==> src/rtl/hdmi_i2c_config_seq.sv <==
// Walks an HDMI transmitter register table and issues one I2C write per entry.
// Optional per-transfer watchdog with retries: define HDMI_I2C_SEQ_WATCHDOG_EN.
module hdmi_i2c_config_seq #(
  parameter int          NUM_WORDS      = 32,
  parameter int          ADDR_W         = $clog2(NUM_WORDS),
  parameter bit          AUTO_START     = 1'b1,
  parameter int          POWERUP_CYCLES = 500000,
  parameter int          GAP_CYCLES     = 1000,
  parameter logic [23:0] END_WORD       = 24'hFFFFFF,
  parameter int          TIMEOUT_CYCLES = 200000,
  parameter int          MAX_RETRIES    = 3
) (
  input  logic              refClock,
  input  logic              reset_n,
  input  logic              start,
  output logic [ADDR_W-1:0] tableAddr,
  input  logic [23:0]       tableData,
  output logic [23:0]       dataIn,
  output logic              i2cGo,
  input  logic              i2cComplete,
  output logic              busy,
  output logic              done,
  output logic              error
);

  localparam int CNT_BASE = (POWERUP_CYCLES > GAP_CYCLES) ? POWERUP_CYCLES : GAP_CYCLES;
`ifdef HDMI_I2C_SEQ_WATCHDOG_EN
  localparam int CNT_MAX  = (TIMEOUT_CYCLES > CNT_BASE) ? TIMEOUT_CYCLES : CNT_BASE;
  localparam int RTY_W    = (MAX_RETRIES > 0) ? $clog2(MAX_RETRIES + 1) : 1;
`else
  localparam int CNT_MAX  = CNT_BASE;
`endif
  localparam int CNT_W    = $clog2(CNT_MAX + 1);

  typedef enum logic [3:0] {
    S_IDLE, S_POWERUP, S_FETCH, S_FETCH_WAIT, S_LAUNCH,
    S_WAIT_DONE, S_GAP, S_DONE, S_ERROR, S_RETRY_WAIT
  } state_t;

  state_t              state_q, state_d;
  logic [CNT_W-1:0]    cnt_q, cnt_d;
  logic [ADDR_W-1:0]   idx_q, idx_d;
  logic [ADDR_W-1:0]   tableAddr_q, tableAddr_d;
  logic [23:0]         dataIn_q, dataIn_d;
  logic                go_q, go_d;
  logic                busy_q, busy_d;
  logic                done_q, done_d;
  logic                seen_q, seen_d;
  logic                auto_q, auto_d;
  logic                sync1_q, cmpl_s_q;
  logic                count_en_s;
`ifdef HDMI_I2C_SEQ_WATCHDOG_EN
  logic [RTY_W-1:0]    retry_q, retry_d;
  logic                error_q, error_d;
`endif

  // Next-state and registered-output logic
  always_comb begin
    state_d  = state_q;
    idx_d    = idx_q;
    dataIn_d = dataIn_q;
    done_d   = done_q;
    auto_d   = auto_q;
    // LAUNCH needs a fresh high->low of cmpl_s, so the detector re-arms on entry
    seen_d   = (state_q == S_LAUNCH) ? seen_q : 1'b0;
`ifdef HDMI_I2C_SEQ_WATCHDOG_EN
    retry_d  = retry_q;
    error_d  = error_q;
`endif
    case (state_q)
      S_IDLE: begin
        if (start || auto_q) begin
          state_d = S_POWERUP;
          auto_d  = 1'b0;
          idx_d   = '0;
          done_d  = 1'b0;
`ifdef HDMI_I2C_SEQ_WATCHDOG_EN
          error_d = 1'b0;
`endif
        end else begin
          state_d = S_IDLE;
        end
      end
      S_POWERUP: begin
        if (cnt_q == CNT_W'(POWERUP_CYCLES - 1)) state_d = S_FETCH;
        else                                      state_d = S_POWERUP;
      end
      S_FETCH: begin
        state_d = S_FETCH_WAIT;
`ifdef HDMI_I2C_SEQ_WATCHDOG_EN
        retry_d = '0;
`endif
      end
      S_FETCH_WAIT: begin
        if (tableData == END_WORD) begin
          state_d = S_DONE;
          done_d  = 1'b1;
        end else begin
          dataIn_d = tableData;
          state_d  = S_LAUNCH;
        end
      end
      S_LAUNCH: begin
`ifdef HDMI_I2C_SEQ_WATCHDOG_EN
        if (cnt_q == CNT_W'(TIMEOUT_CYCLES - 1)) begin
          if (retry_q == RTY_W'(MAX_RETRIES)) begin
            state_d = S_ERROR;
            error_d = 1'b1;
          end else begin
            retry_d = retry_q + RTY_W'(1);
            state_d = S_RETRY_WAIT;
          end
        end else
`endif
        if (cmpl_s_q)    seen_d  = 1'b1;
        else if (seen_q) state_d = S_WAIT_DONE;
        else             state_d = S_LAUNCH;
      end
      S_WAIT_DONE: begin
`ifdef HDMI_I2C_SEQ_WATCHDOG_EN
        if (cnt_q == CNT_W'(TIMEOUT_CYCLES - 1)) begin
          if (retry_q == RTY_W'(MAX_RETRIES)) begin
            state_d = S_ERROR;
            error_d = 1'b1;
          end else begin
            retry_d = retry_q + RTY_W'(1);
            state_d = S_RETRY_WAIT;
          end
        end else
`endif
        if (cmpl_s_q) state_d = S_GAP;
        else          state_d = S_WAIT_DONE;
      end
      S_GAP: begin
        if (cnt_q == CNT_W'(GAP_CYCLES - 1)) begin
          if (idx_q == ADDR_W'(NUM_WORDS - 1)) begin
            state_d = S_DONE;
            done_d  = 1'b1;
          end else begin
            idx_d   = idx_q + ADDR_W'(1);
            state_d = S_FETCH;
          end
        end else begin
          state_d = S_GAP;
        end
      end
      S_RETRY_WAIT: begin
        if (cmpl_s_q) state_d = S_LAUNCH;
        else          state_d = S_RETRY_WAIT;
      end
      S_DONE:  state_d = S_IDLE;
      S_ERROR: state_d = S_IDLE;
      default: state_d = S_IDLE;
    endcase

    count_en_s = (state_q == S_POWERUP) || (state_q == S_GAP);
`ifdef HDMI_I2C_SEQ_WATCHDOG_EN
    count_en_s = count_en_s || (state_q == S_LAUNCH) || (state_q == S_WAIT_DONE);
`endif
    if (state_d != state_q) cnt_d = '0;
    else if (count_en_s)    cnt_d = cnt_q + CNT_W'(1);
    else                    cnt_d = cnt_q;

    tableAddr_d = (state_d == S_FETCH) ? idx_d : tableAddr_q;
    go_d        = (state_d == S_LAUNCH);
    busy_d      = (state_d != S_IDLE);
  end

  // State, counters, synchroniser and output registers
  always_ff @(posedge refClock) begin
    if (!reset_n) begin
      state_q     <= S_IDLE;
      cnt_q       <= '0;
      idx_q       <= '0;
      tableAddr_q <= '0;
      dataIn_q    <= 24'h000000;
      go_q        <= 1'b0;
      busy_q      <= 1'b0;
      done_q      <= 1'b0;
      seen_q      <= 1'b0;
      auto_q      <= AUTO_START;
      sync1_q     <= 1'b0;
      cmpl_s_q    <= 1'b0;
`ifdef HDMI_I2C_SEQ_WATCHDOG_EN
      retry_q     <= '0;
      error_q     <= 1'b0;
`endif
    end else begin
      state_q     <= state_d;
      cnt_q       <= cnt_d;
      idx_q       <= idx_d;
      tableAddr_q <= tableAddr_d;
      dataIn_q    <= dataIn_d;
      go_q        <= go_d;
      busy_q      <= busy_d;
      done_q      <= done_d;
      seen_q      <= seen_d;
      auto_q      <= auto_d;
      sync1_q     <= i2cComplete;
      cmpl_s_q    <= sync1_q;
`ifdef HDMI_I2C_SEQ_WATCHDOG_EN
      retry_q     <= retry_d;
      error_q     <= error_d;
`endif
    end
  end

  assign tableAddr = tableAddr_q;
  assign dataIn    = dataIn_q;
  assign i2cGo     = go_q;
  assign busy      = busy_q;
  assign done      = done_q;
`ifdef HDMI_I2C_SEQ_WATCHDOG_EN
  assign error     = error_q;
`else
  // Watchdog settings have no effect in this build
  logic unused_cfg_s;
  assign unused_cfg_s = ^{32'(TIMEOUT_CYCLES), 32'(MAX_RETRIES)};
  assign error        = 1'b0;
`endif

endmodule

==> config.mk <==
export PLATFORM = sky130hd
export DESIGN_NAME = hdmi_i2c_config_seq
export DESIGN_NICKNAME = d
export VERILOG_FILES = /design/src/rtl/hdmi_i2c_config_seq.sv
export SDC_FILE = /design/constraint.sdc
export NUM_CORES = 1
export LEC_CHECK = 0
export ABC_AREA = 1
export ABC_CLOCK_PERIOD_IN_PS = 4800
export CAP_MARGIN = 20
export CORE_UTILIZATION = 40
export DETAILED_ROUTE_END_ITERATION = 10
export PLACE_DENSITY = 0.63
export SYNTH_ARGS = -nofsm -noshare
export SYNTH_HDL_FRONTEND = slang
export SYNTH_SLANG_ARGS = --single-unit
==> constraint.sdc <==
create_clock -name refClock -period 4.8 [get_ports refClock]
set_clock_uncertainty 0.15 [all_clocks]
set_input_delay 0.96 -clock refClock [delete_from_list [all_inputs] [get_ports refClock]]
set_output_delay 0.96 -clock refClock [all_outputs]
set_load 0.05 [all_outputs]
---- Word level (Yosys, flattened, before mapping) ----
Index checks and enable logic that the tools add are counted.
word-level totals
  bits in registers ....................... 64
  latch bits .............................. 0
  RAM bits ................................ 0
  memory bits (read-only) ................. 0
  input port bits ......................... 28
  output and inout bits ................... 33
  logic and storage cells ................. 65
  memories ................................ 0
cells by class
  $add $sub $neg .......................... 2
  $mul .................................... 0
  divide/modulo/power cells ............... 0
  $lt $le $gt $ge ......................... 0
  equality and inequality tests ........... 18
  shift-type cells ........................ 0
  mux-type cells .......................... 22
  bitwise operators ....................... 2
  reduce and logical (&&, ||, !) cells .... 9
operators by type and width
  operator                                               number
  one-hot mux 4 bit (8 select lines)                     1
  equality test 24 bit, second input constant            1
  adder 19 x 1 -> 19 bit, second input constant          1
  equality test 19 x 10 -> 1 bit, second input constant  1
  equality test 19 bit, second input constant            1
  equality test 4 x 3 -> 1 bit, second input constant    4
  2-to-1 mux 5 bit                                       3
  equality test 4 x 2 -> 1 bit, second input constant    3
  2-to-1 mux 4 bit                                       3
  one-hot mux 5 bit (2 select lines)                     1
  2-to-1 mux 1 bit                                       9
  inequality test 2 bit, second input constant           4
  2-to-1 mux 2 bit                                       3
  adder 5 x 1 -> 5 bit, second input constant            1
  equality test 5 bit, second input constant             1
  AND reduction 5 bit                                    1
  equality test 4 x 1 -> 1 bit, second input constant    1
  equality test 4 bit, second input constant             1
  logical NOT 4 bit                                      1
  inequality test 4 bit                                  1
  AND reduction 2 bit                                    2
  nonzero test 4 bit                                     1
  2-to-1 mux 3 bit                                       1
  one-hot mux 1 bit (3 select lines)                     1
  other kinds (4)                                        6

---- Longest topological paths before layout ----
  word-level depth ........................ 6
  mapped depth ............................ 13
  gate-level depth less buffers ........... 13

---- Worst setup path before layout ----
Ideal clock, no wire load.
  path type ............................... input -> register
  start ................................... input start
  end ..................................... register cnt_q[1]
  library setup time ...................... 118 ps
  arrival ................................. 2182 ps
  data required time ...................... 4532 ps
  path slack .............................. 2350 ps
  cell stages on the path ................. 10
  path buffers ............................ 1
  cells stage by stage .................... or2_2 -> nand2_2 -> nand2_1 -> nor2_2 -> nand3_2 -> nor2_4 -> nand2_2 -> nand3_4 -> buf_8 -> nor3_2
between the ends
  cells in the longest elaborated chain, start to end .. 5
RTL lines
  what                                 line  text
  start: declaration                   15    input logic start,
  logical OR 1 bit                     72    if (start || auto_q) begin
  2-to-1 mux 1 bit                     72
  one-hot mux 4 bit (8 select lines)   70    case (state_q)
  inequality test 4 bit                160   if (state_d != state_q) cnt_d = '0;
  OR reduction 2 bit (no source line)  n/a
  end signal: assignment               190   cnt_q <= cnt_d;
  end: declaration                     41    logic [CNT_W-1:0] cnt_q, cnt_d;
Every way passes these cells.
A chain may end at the register's enable or synchronous reset.

---- Worst setup path in the final report ----
  start ................................... input tableData[13]
  end ..................................... register dataIn_q[2] (netlist: dataIn[2])
between the ends
  cells in the longest elaborated chain, start to end .. 3
RTL lines
  what                                  line  text
  start: declaration                    17    input logic [23:0] tableData,
  equality test 24 bit                  95    if (tableData == END_WORD) begin
  NOT 1 bit (no source line)            n/a
  AND reduction 2 bit (no source line)  n/a
  end signal: assignment                193   dataIn_q <= dataIn_d;
  end: declaration                      44    logic [23:0] dataIn_q, dataIn_d;
Every way passes these cells.

==> flow_summary.toml <==
[outcome]
status = "completed"

[critical_path]
r2r_slack_ns = 2.30
cp-end-kind = "register"
cp_slowest_cell = "inv_1"
r2r_cells = 6
cpPeakStageDelay_ns = 0.54
cp_cell_sequence = "clkdlybuf4s50_1, nand2_1, nor2_1, nand2_1, nor2_1, nand2_1, nand2_1, inv_1, nor2_1, nor2_1"
r2r-end = "dataIn[2]$_SDFFE_PN0P_"
worstPathRequired_ns = 4.88
crit_buf_inv = 2
path_delay_family = "simple AND/OR/NAND/NOR gates"
crit_type = "input port to register"
critical_path_arrival_ns = 3.21
reg2reg_from = "state_q[1]$_SDFF_PN0_"
cp-start-kind = "input port"
critPathMaxFanout = 26

[die]
dieArea_sq_mm = 0.008651
start_util_pct = 42.01
dieHeight_microns = 93.01
num_rows = 32
io_pins = 61
die_x_microns = 93.01
design.core.area_sq_mm = 0.007888

[min_path]
worst_hold_startpoint = "sync1_q$_SDFF_PN0_"
holdPathEnd = "cmpl_s_q$_SDFF_PN0_"
hold_class = "register to register"
min_path_cells = 2

[power_and_ir_drop]
p_comb_share_pct = 7.6
ir_drop_mv = 0.1855
p_switching_mw = 0.2758
seqPwrFrac_pct = 45.9
power_density_mw_per_mm2 = 279.5
swShare_pct = 23.51
internal-power_mw = 0.8974
leakage_nw = 1.671
p_clk_share_pct = 46.5

[cells_and_area]
finalNonFillerCells = 637
n_antenna_cell = 0
area_growth_pct = 26.70
final_nets = 560
drive_above_1_share_pct = 11.40

[logic_synthesis]
synth.avg_cell_area_sq_um = 7.005
synthTopCellsByArea = "dfxtp_1 39%, nor2_1 12%, nand2_1 8.7%, inv_1 5.6%, o21ai_0 3.9%"
ys_async_sr_fraction_pct = 0
syn_area_sq_mm = 0.003313
netlist_instances = 473
synth_ff_type = "dfxtp_1"
ys_seq_area_share_pct = 38.67
synth_top_area_share_pct = 38.67
ys_seq_elements = 64
ys_warn_count = 0
synth_edf_count = 0
synth_common_cells = "110 x nor2_1, 77 x nand2_1, 64 x dfxtp_1, 49 x inv_1, 26 x o21ai_0"
ys_types = 35
yosysMostFrequentCell = "nor2_1"
synth_nets = 503
synth_top_area_cell = "dfxtp_1"

[global_route]
grt_max_degree = 36
grt_usage_pct = 18.98
grt-ovfl-total = 0
antenna_found_initial = 0
grt_pass1_wl_microns = 13050
grt_pass1_vias = 2894

[timing]
finalCritPeriodShare_pct = 65.22
relSlewSlack_pct = 49.45
fmax_mhz = 319.4
drv_slew = 0
fin_ws_ns = 1.669
fin_setup_tns_ns = 0
rsz0062_at_grt = "false"
worst_slew_pin_slew_ns = 0.7574
hold_viol = 0
finalCriticalPeriod_ns = 3.131
final-setup-viol-count = 0
fin_hold_ws_ns = 0.2703

[route]
drc_errors = 0
routedWlPerCell_microns = 11.94
detail-route-antenna-nets = 0
first_pass_iters = 4
vias_per_cell = 4.799
vias = 3057
first_iter_violations = 121
routed_wl_microns = 7604

[place]
dp.cells = 621
io_buffers = 59
dp_hpwl_microns = 5738
dp_slack_ns = 1.352
place_congestion = 0.8415

[clock_tree]
cts_root_buf = "clkbuf_8"
worstSkewPairLatency_ns = 0.34
hold_buffers = 0
cts_resized = 0
cts_sinks = 64
cts_tree = "built"
clk_pin_slew_worst_paths_ns = 0.07
cts_buffer_depth = 2
post-cts-setup-buffer-count = 0
htreeDepth = 3
numCtsBuffers = 9

[job]
maxCapViolCount = 0
## stage by stage
stage | power [mW] | util, % | instance area, sq um
3_5_place_dp | 0.6399 | 50.21 | 3960
4_1_cts | 1.191 | 53.22 | 4198
3_3_place_gp | 0.6390 | 50.21 | 3960
6_report | 1.173 | 53.22 | 4198
2_1_floorplan | 0.6061 | - | 3313
5_1_grt | 1.222 | 53.22 | 4198
## flip-flops by register name (all words and copies together), names as in the netlist
name,count
sync1_q,1
dataIn,24
busy,1
auto_q,1
idx_q,5
seen_q,1
tableAddr,5
cnt_q,19
i2cGo,1
done,1
state_q,4
cmpl_s_q,1
## worst max-delay path by stage
stage	startpoint	end	slack [ns]	cells past startpoint
3_5_place_dp	tableData[9]	dataIn[15]$_SDFFE_PN0P_	1.35	10
4_1_cts	tableData[9]	dataIn[20]$_SDFFE_PN0P_	1.71	10
6_report	tableData[13]	dataIn[2]$_SDFFE_PN0P_	1.67	10
2_1_floorplan	start	cnt_q[1]$_SDFFE_PP0P_	2.35	10
5_1_grt	tableData[8]	dataIn[15]$_SDFFE_PN0P_	1.35	10
3_3_place_gp	tableData[13]	dataIn[4]$_SDFFE_PN0P_	1.40	10
## logic make-up after synthesis
| group | count (synthesis) | share of synthesized area (%) |
|---|---|---|
| AND/OR/NAND/NOR | 280 | 40.79 |
| multiplexers | 1 | 0.3021 |
| adder cells (fa/ha/maj) | 2 | 0.7552 |
| buffers and inverters | 69 | 8.610 |
| other | 1 | 0.1132 |
| XOR/XNOR | 17 | 4.494 |
| flip-flops | 64 | 38.67 |
| AO/OA/AOI/OAI | 39 | 6.269 |
## cell usage in the layout (no fill, tap or decap), types with 2 or more instances in the layout
cell and count:
nand4_1 11, clkbuf_8 11, nand3_2 2, inv_6 2, nor3_1 19, nor2_4 4
dfxtp_1 64, xor2_1 14, nand2_4 3, nand2_1 77, nand3_1 25, nand3_4 2
inv_2 5, ha_1 2, inv_1 49, nand2_2 4, nor3_2 11, or2_2 2
a21oi_1 9, nor2_2 8, nor2_1 110, clkdlybuf4s50_1 59, o21ai_0 26, bufinv_16 2
xnor2_1 3
## per-layer routing
layer | global-route usage (%) | up-vias | routed length [microns]
met5 | 0 | - | 0
met4 | 8.462 | 0 | 156
met3 | 3.984 | 16 | 297
met2 | 32.97 | 55 | 3738
met1 | 22.38 | 1377 | 3412
li1 | - | 1609 | -
## area by class of cell
type | instances | area (sq um)
Tap cell | 102 | 127.6
Fill cell | 780 | 3690
Clock inverter | 5 | 86.33
Clock buffer | 11 | 151.4
Multi-Input combinational cell | 340 | 1747
Sequential cell | 64 | 1281
Inverter | 55 | 206.4
Timing Repair Buffer | 60 | 598.1
## worst register-to-register path, stage by stage, from the launching register on
cell and delay (ns):
dfxtp_1 0.46, inv_2 0.11, nor3_4 0.31, nand2_1 0.44, inv_1 0.74, nor2_1 0.11
nor2_1 0.13
## power by group through the flow
stage          sequential, mW  clock (mW)  combinational [mW]
2_1_floorplan           0.553           0              0.0533
3_3_place_gp            0.550           0              0.0886
3_5_place_dp            0.550           0              0.0895
4_1_cts                 0.538       0.564              0.0898
5_1_grt                 0.538       0.585              0.0988
6_report                0.538       0.546              0.0893
Power figures use the tool's default switching activity.
